===== src/rtl/pulse_stat_pkg.sv =====
// Shared types and helpers for the windowed pulse statistics controller.
package pulse_stat_pkg;
   typedef enum logic {IDLE = 1'b0, SEND = 1'b1} state_e;

   localparam int unsigned DROP_W = 16;

   function automatic int unsigned ch_w(input int unsigned n);
      return (n <= 1) ? 1 : $clog2(n);
   endfunction
endpackage


===== src/rtl/pulse_cnt.sv =====
// Wrapping pulse counter: synchronous clear wins over increment.
module pulse_cnt #(
   parameter int unsigned WIDTH = 32
) (
   input  logic             clk,
   input  logic             rst_n,
   input  logic             clc,
   input  logic             inc,
   output logic [WIDTH-1:0] cnt_o
);
   logic [WIDTH-1:0] cnt_q, cnt_d;

   always_comb begin
      cnt_d = cnt_q;
      if (clc)      cnt_d = '0;
      else if (inc) cnt_d = cnt_q + WIDTH'(1);
   end

   always_ff @(posedge clk or negedge rst_n) begin
      if (!rst_n) cnt_q <= '0;
      else        cnt_q <= cnt_d;
   end

   assign cnt_o = cnt_q;
endmodule


===== src/rtl/pulse_stat_sched.sv =====
// Window timer, snapshot/clear scheduler and valid/ready stream of per-channel counts.
module pulse_stat_sched
   import pulse_stat_pkg::*;
#(
   parameter int unsigned NUM_CH    = 4,
   parameter int unsigned CNT_WIDTH = 32,
   parameter int unsigned WIN_W     = 24
) (
   input  logic                        clk,
   input  logic                        rst_n,
   input  logic                        en_i,
   input  logic [WIN_W-1:0]            win_len_i,
   input  logic                        snap_req_i,
   input  logic [NUM_CH-1:0]           pulse_i,
   output logic                        m_valid_o,
   input  logic                        m_ready_i,
   output logic [CNT_WIDTH-1:0]        m_data_o,
   output logic [ch_w(NUM_CH)-1:0]     m_ch_o,
   output logic                        m_last_o,
   output logic                        busy_o,
   output logic [DROP_W-1:0]           drop_cnt_o
);
   localparam int unsigned CH_W = ch_w(NUM_CH);

   logic [CNT_WIDTH-1:0] cnt_c    [NUM_CH];
   logic [CNT_WIDTH-1:0] snap_c   [NUM_CH];
   logic [CNT_WIDTH-1:0] shadow_q [NUM_CH];
   logic [CNT_WIDTH-1:0] shadow_d [NUM_CH];

   state_e               state_q, state_d;
   logic [WIN_W-1:0]     timer_q, timer_d;
   logic                 valid_q, valid_d;
   logic [CNT_WIDTH-1:0] data_q, data_d;
   logic [CH_W-1:0]      ch_q, ch_d;
   logic                 last_q, last_d;
   logic                 busy_q, busy_d;
   logic [DROP_W-1:0]    drop_q, drop_d;

   logic term_c, event_c, hs_c, final_hs_c, accept_c, drop_c, clr_c;
   logic [CH_W-1:0] ch_inc_c;

   for (genvar g = 0; g < NUM_CH; g++) begin : g_cnt
      pulse_cnt #(.WIDTH(CNT_WIDTH)) u_cnt (
         .clk   (clk),
         .rst_n (rst_n),
         .clc   (clr_c),
         .inc   (pulse_i[g]),
         .cnt_o (cnt_c[g])
      );
      // Pulse landing in the clear cycle is folded into the snapshot.
      assign snap_c[g] = cnt_c[g] + CNT_WIDTH'(pulse_i[g]);
   end

   always_comb begin
      term_c     = en_i && (win_len_i != '0) && (timer_q >= (win_len_i - WIN_W'(1)));
      event_c    = term_c || (snap_req_i && en_i);
      hs_c       = valid_q && m_ready_i;
      final_hs_c = hs_c && last_q;
      accept_c   = event_c && ((state_q == IDLE) || final_hs_c);
      drop_c     = event_c && !accept_c;
      clr_c      = event_c || !en_i;
      ch_inc_c   = ch_q + CH_W'(1);

      state_d  = state_q;
      valid_d  = valid_q;
      data_d   = data_q;
      ch_d     = ch_q;
      last_d   = last_q;
      busy_d   = busy_q;
      drop_d   = drop_q;
      shadow_d = shadow_q;

      if (!en_i || event_c)     timer_d = '0;
      else if (win_len_i != '0) timer_d = timer_q + WIN_W'(1);
      else                      timer_d = '0;

      if (drop_c && (drop_q != '1)) drop_d = drop_q + DROP_W'(1);

      case (state_q)
         IDLE: ;
         SEND: begin
            if (final_hs_c) begin
               state_d = IDLE;
               valid_d = 1'b0;
               busy_d  = 1'b0;
               data_d  = '0;
               ch_d    = '0;
               last_d  = 1'b0;
            end else if (hs_c) begin
               ch_d   = ch_inc_c;
               data_d = shadow_q[ch_inc_c];
               last_d = (ch_inc_c == CH_W'(NUM_CH - 1));
            end
         end
         default: state_d = IDLE;
      endcase

      // Accepted snapshot (from IDLE or on the final handshake) restarts the stream at ch 0.
      if (accept_c) begin
         shadow_d = snap_c;
         state_d  = SEND;
         valid_d  = 1'b1;
         busy_d   = 1'b1;
         ch_d     = '0;
         data_d   = snap_c[0];
         last_d   = (NUM_CH == 1);
      end
   end

   always_ff @(posedge clk or negedge rst_n) begin
      if (!rst_n) begin
         state_q <= IDLE;
         timer_q <= '0;
         valid_q <= 1'b0;
         data_q  <= '0;
         ch_q    <= '0;
         last_q  <= 1'b0;
         busy_q  <= 1'b0;
         drop_q  <= '0;
         for (int i = 0; i < NUM_CH; i++) shadow_q[i] <= '0;
      end else begin
         state_q  <= state_d;
         timer_q  <= timer_d;
         valid_q  <= valid_d;
         data_q   <= data_d;
         ch_q     <= ch_d;
         last_q   <= last_d;
         busy_q   <= busy_d;
         drop_q   <= drop_d;
         shadow_q <= shadow_d;
      end
   end

   assign m_valid_o  = valid_q;
   assign m_data_o   = data_q;
   assign m_ch_o     = ch_q;
   assign m_last_o   = last_q;
   assign busy_o     = busy_q;
   assign drop_cnt_o = drop_q;
endmodule


===== config.mk =====
export PLATFORM = sky130hd
export DESIGN_NAME = pulse_stat_sched
export DESIGN_NICKNAME = d
export VERILOG_FILES = /design/src/rtl/pulse_stat_pkg.sv /design/src/rtl/pulse_cnt.sv /design/src/rtl/pulse_stat_sched.sv
export SDC_FILE = /design/constraint.sdc
export NUM_CORES = 1
export LEC_CHECK = 0
export ABC_CLOCK_PERIOD_IN_PS = 3700
export BUFFER_PORTS_ARGS = -buffer_cell sky130_fd_sc_hd__clkbuf_2
export CORE_MARGIN = 3
export CORE_UTILIZATION = 60
export DETAILED_ROUTE_END_ITERATION = 16
export PLACE_DENSITY = 0.78
export SLEW_MARGIN = 20
export SYNTH_ARGS = -nofsm -noshare
export SYNTH_HDL_FRONTEND = slang
export SYNTH_SLANG_ARGS = --single-unit

===== constraint.sdc =====
create_clock -name clk -period 3.7 [get_ports clk]
set_input_delay 0.185 -clock clk [delete_from_list [all_inputs] [get_ports clk]]
set_output_delay 0.185 -clock clk [all_outputs]
set_load 0.005 [all_outputs]

======== After elaboration in Yosys (flattened, before gate mapping) ========
Cells that the tools add are included.
storage, ports and cells
  register bits ........................... 333
  input bits .............................. 33
  output and inout bits ................... 53
  logic and storage cells ................. 87
operators by class
  add/subtract/negate cells ............... 12
  order comparisons ....................... 2
  equal/unequal tests ..................... 2
  mux-type cells .......................... 31
  bitwise gates (word level) .............. 2
  reduce and logical (&&, ||, !) cells .... 23
operator list
  cell                   count
  $mux 32                14
  $add 32x1->32          4
  $add 32x1->32 const B  4
  $bmux 32 s2            1
  $mux 24                2
  $add 24x1->24 const B  1
  $ge 24x24->1           1
  $reduce_bool 24->1     1
  $sub 24x1->24 const B  1
  $add 16x1->16 const B  1
  $ne 16x16->1 const B   1
  $reduce_bool 2->1      6
  $mux 1                 10
  $logic_and 1x1->1      8
  $mux 2                 4
  $reduce_and 2->1       2
  $ge 3x3->1 const B     1
  $logic_or 1x1->1       3
  $not 2->3              1
  $reduce_bool 3->1      1
  $add 2x1->2 const B    1
  $eq 2x2->1 const B     1
  $logic_not 1->1        2
  $not 1->1              1

======== Longest topological paths before layout ========
  depth after elaboration ................. 9
  mapped depth ............................ 18
  depth with buffers taken out ............ 15

======== Cells and area by module ========
A second synthesis with hierarchy kept.
unflattened totals
  cells, all modules ...................... 2011
  area total of the unflattened synthesis .. 18941.9 µm²
modules (own cells, without submodules)
  module            times used  cells each  area an instance (µm²)  sequential area each (µm²)
  pulse_stat_sched  1           1307        12220.5                 5129.9
  pulse_cnt         4           176         1680.4                  800.8

======== Worst setup path before layout ========
Ideal clock, no wire load.
  path kind ............................... input to register
  from .................................... input port win_len_i[3]
  to ...................................... register shadow_q[0] (netlist name)
  setup time .............................. 0.125 ns
  arrival ................................. 4.210 ns
  required time ........................... 3.575 ns
  setup slack ............................. -0.634 ns
  stages .................................. 16
  path buffers ............................ 2
  path through ............................ or3_1 > or4_4 > or3b_1 > or2_1 > or3_4 > nor4_1 > xnor2_1 > ha_1 > nand4_1 > nor3_1 > a221o_1 > a2111o_1 > nand3_4 > buf_6 > buf_6 > mux2_2
on the way
  cells in the longest elaborated chain, start to end .. 5
  elaborated cells on any way between the ends .. 7
  classes of those cells .................. add/sub: 1; order compare: 1; reduce/logical: 5
RTL lines
  element                                                     line                     text
  start: declaration                                          pulse_stat_sched.sv:12   input logic [WIN_W-1:0] win_len_i,
  $sub 24x1->24 / $reduce_bool 24->1 (equally long branches)  pulse_stat_sched.sv:55   term_c = en_i && (win_len_i != '0) && (timer_q >= (win_len_i - WIN_W'(1)));
  $ge 24x24->1 / $logic_and 1x1->1 (equally long branches)    pulse_stat_sched.sv:55
  $logic_and 1x1->1 *                                         pulse_stat_sched.sv:55
  $logic_or 1x1->1 *                                          pulse_stat_sched.sv:56   event_c = term_c || (snap_req_i && en_i);
  $logic_and 1x1->1 *                                         pulse_stat_sched.sv:59   accept_c = event_c && ((state_q == IDLE) || final_hs_c);
  end signal: assignment                                      pulse_stat_sched.sv:130  shadow_q <= shadow_d;
  end: declaration                                            pulse_stat_sched.sv:27   logic [CNT_WIDTH-1:0] shadow_q [NUM_CH];
Every way passes the cells marked *; elsewhere a longest branch is shown, timed or not.
A chain may end at the register's enable or synchronous reset.

======== Worst setup path in the final report ========
  from .................................... input port win_len_i[3]
  to ...................................... register shadow_q[126] (netlist name)
The elaborated chain is that of the path after synthesis.

==> impl_metrics.py <==
metrics = {
    "status": {
        "status": "finished, violations left",
        "violations": "negative setup slack",
    },
    "clocking": {
        "cts_sinks": 333,
        "clkSlewWorstSetupHoldPaths_ps": 60,
        "clk_latency_ps": 530,
        "clk_root_buffer_cell": "clkbuf_16",
        "cts_buffers": 37,
        "cts_tree": "built",
        "clk_path_buf_depth": 3,
        "htreeDepth": 2,
    },
    "timing": {
        "worstMarginPinSlew_ps": 936,
        "fin_skew_ps": 19.5,
        "grt_setup_unrepaired": "true",
        "timing.fmax_mhz": 245,
        "holdWs_ps": 44.5,
        "finalWorstSetupSlack_ps": -386,
        "slew_headroom_pct": 37.1,
        "min_period_ps": 4090,
        "setup_viol": 332,
        "fin_crit_sh_pct": 110,
        "slew_violations": 0,
        "final-hold-violation-count": 0,
    },
    "final_layout": {
        "nFillCells": 2046,
        "final_cell_mix": "dfrtp_1 (332), nor2_1 (297), nand2_1 (222)",
        "area_growth_pct": 18.0,
        "layout_commonest_cell": "dfrtp_1",
        "instances_no_fill": 2458,
        "drive_gt1_share_pct": 17.5,
        "design_area_um2": 21600,
        "fin_nets": 2112,
    },
    "drt": {
        "ant_nets": 0,
        "drt_iter0_markers": 1497,
        "route.detailed.drc": 0,
        "wirelength_met1_mm": 20.8,
        "dr_wl_met2_mm": 24.9,
        "dr.pass1.iters": 7,
        "top_layer": "met4",
        "vias_per_cell": 6.15,
        "wl_per_cell_um": 20.9,
        "vias": 15100,
        "met3WireLength_mm": 3.75,
        "totalWireLength_mm": 51.3,
    },
    "synth": {
        "synth_async_sr_flop_share_pct": 100,
        "synth-main-ff-cell": "dfrtp_1",
        "synth_edf_count": 0,
        "yosys_register_bits": 333,
        "syn_area_per_cell_um2": 9.43,
        "netlist_area_um2": 18300,
        "ys_types": 55,
        "syn_nets": 2018,
        "yosys_warnings": 0,
        "synth_cells": 1945,
        "seq_area_frac_synth_pct": 45.4,
    },
    "critical_path": {
        "cpPeakStageDelay_ps": 430,
        "rr_worst_depth": 10,
        "crit_buf_inv": 4,
        "r2r_start": "timer_q[11]$_DFF_PN0_",
        "endpoint_kind": "flip-flop",
        "path_cells": "buf_6 > or3_4 > or4_4 > or3b_4 > or2_4 > or3_4 > nor2_2 > xnor2_1 > ha_1 > nand4_1 > nor3_2 > and4_1 > a2111o_1 > nand3_4 > buf_4 > clkbuf_16 > buf_4 > a21o_1",
        "crit_family": "simple AND/OR/NAND/NOR gates",
        "cp_num_cells": 18,
        "worstSetupStartpointType": "input port",
        "startpoint": "win_len_i[3]",
        "arrival_ps": 4490,
        "cp_slowest_cell": "or4_4",
        "cp_max_fo": 16,
        "cp.required_ps": 4110,
        "crit_type": "input port to flip-flop",
    },
    "floorplanning": {
        "std_cell_rows": 63,
        "start_util_pct": 61.4,
        "core_area_um2": 29900,
        "ioPinCount": 86,
        "die_area_um2": 32700,
        "die_x_um": 181,
        "fp.dieH_um": 181,
    },
    "place": {
        "routabilityCongestion": 0.933,
        "placed_cells": 2356,
        "place_hpwl_mm": 33.8,
        "portBuffers": 85,
        "place_area_um2": 19400,
        "pre_cts_ws_ps": -835,
    },
    "power": {
        "finalPower_mw": 10.6,
        "peakVddDrop_mv": 0.393,
        "power_density_nw_per_um2": 491,
        "p_leak_nw": 9.20,
    },
    "global_route": {
        "grt_max_degree": 97,
        "grt_usage_pct": 29.3,
        "grt.overflow.total": 0,
        "antenna_found_initial": 1,
        "grt_pass1_wl_mm": 78.0,
        "grt_pass1_vias": 14600,
    },
    "job": {
        "maxCapViolations": 0,
    },
    "worst_hold_path": {
        "hold_depth": 3,
        "hp-class": "input port to flip-flop",
        "min_from": "pulse_i[0]",
    },
}
-- through the flow --
step	TNS, ps	utilization, %
2_1_floorplan	-90170	-
5_1_grt	-111440	72.5
4_1_cts	-42380	70.7
3_3_place_gp	-206410	64.8
3_5_place_dp	-231400	64.8
6_report	-74960	72.5
-- logic make-up after synthesis --
logic type | synth area share (%)
AO/OA/AOI/OAI | 7.52
AND/OR/NAND/NOR | 21.4
multiplexers | 4.58
buffers and inverters | 3.93
flip-flops | 45.4
adder cells (fa/ha/maj) | 2.73
XOR/XNOR | 14.4
-- path summary, 6_finish.rpt --
| check | end | slack (ps) |
|---|---|---|
| hold / removal | g_cnt[0].u_cnt.cnt_o[1]$_DFFE_PN0P_ | 40 |
| setup reg to reg | m_data_o[28]$_DFFE_PN0P_ | 730 |
| setup / recovery | shadow_q[126]$_DFFE_PN0P_ | -390 |
| hold reg to reg | shadow_q[107]$_DFFE_PN0P_ | 480 |
| min in group asynchronous | timer_q[21]$_DFF_PN0_ | 280 |
| max in group asynchronous | g_cnt[1].u_cnt.cnt_o[17]$_DFFE_PN0P_ | 2400 |
-- where the power goes --
part / switching, mW / leakage [nW] / internal [mW] / total (mW)
registers: 0.265 / 4.56 / 3.92 / 4.19
logic: 1.21 / 3.95 / 1.02 / 2.23
clock network: 1.55 / 0.690 / 2.66 / 4.21
total: 3.02 / 9.20 / 7.60 / 10.6
-- final cells by class --
cell class / count / area, um2 / share of cell area, %
multi-input cells: 1461 / 9520 / 44.0
clock buffers: 45 / 1050 / 4.84
inverters: 18 / 67.6 / 0.312
well taps: 390 / 488 / 2.25
flip-flops and latches: 333 / 8330 / 38.5
diodes: 1 / 2.50 / 0.0116
repair buffers: 188 / 1830 / 8.44
clock inverters: 22 / 359 / 1.66
-- per-layer routing --
layer,track usage [%],vias up
met5,0,-
met4,9.33,0
met3,4.37,129
met2,47.6,647
met1,40.9,7525
li1,-,6816
-- cell usage after synthesis, drive strengths merged, types with 27 or more instances --
library cell	n	area, um2
a21o	27	203
a21oi	37	185
buf	36	287
clkbuf	97	367
dfrtp	333	8330
ha	40	500
mux4	28	631
nand2	229	862
nand3	57	298
nand4	76	475
nor2	314	1180
nor3	61	305
o21ai	102	510
xnor2	157	1380
xor2	145	1270
-- flip-flops by register name, indices dropped and copies added (netlist names) --
name	count
shadow_q	128
m_last_o	1
drop_cnt_o	16
busy_o	1
m_data_o	32
state_q	1
g_cnt.u_cnt.cnt_o	128
m_ch_o	2
timer_q	24
-- what timing repair did --
| action | in CTS | in global routing |
|---|---|---|
| pin swaps | 12 | 21 |
| setup endpoints to repair | 308 | 333 |
| buffers inserted | 7 | 7 |
| cloned | 4 | 15 |
| gates resized for setup | 48 | 50 |
| hold endpoints to repair | 91 | 0 |
| hold buffers | 1 | 0 |
-- worst min-delay path: cells and delay by family --
kind                   cells  cell delay, ps
muxes                      1             100
buffers and inverters      1             170
and+or+nand+nor            1              80
Note: power is estimated with default switching activity, not from simulation.
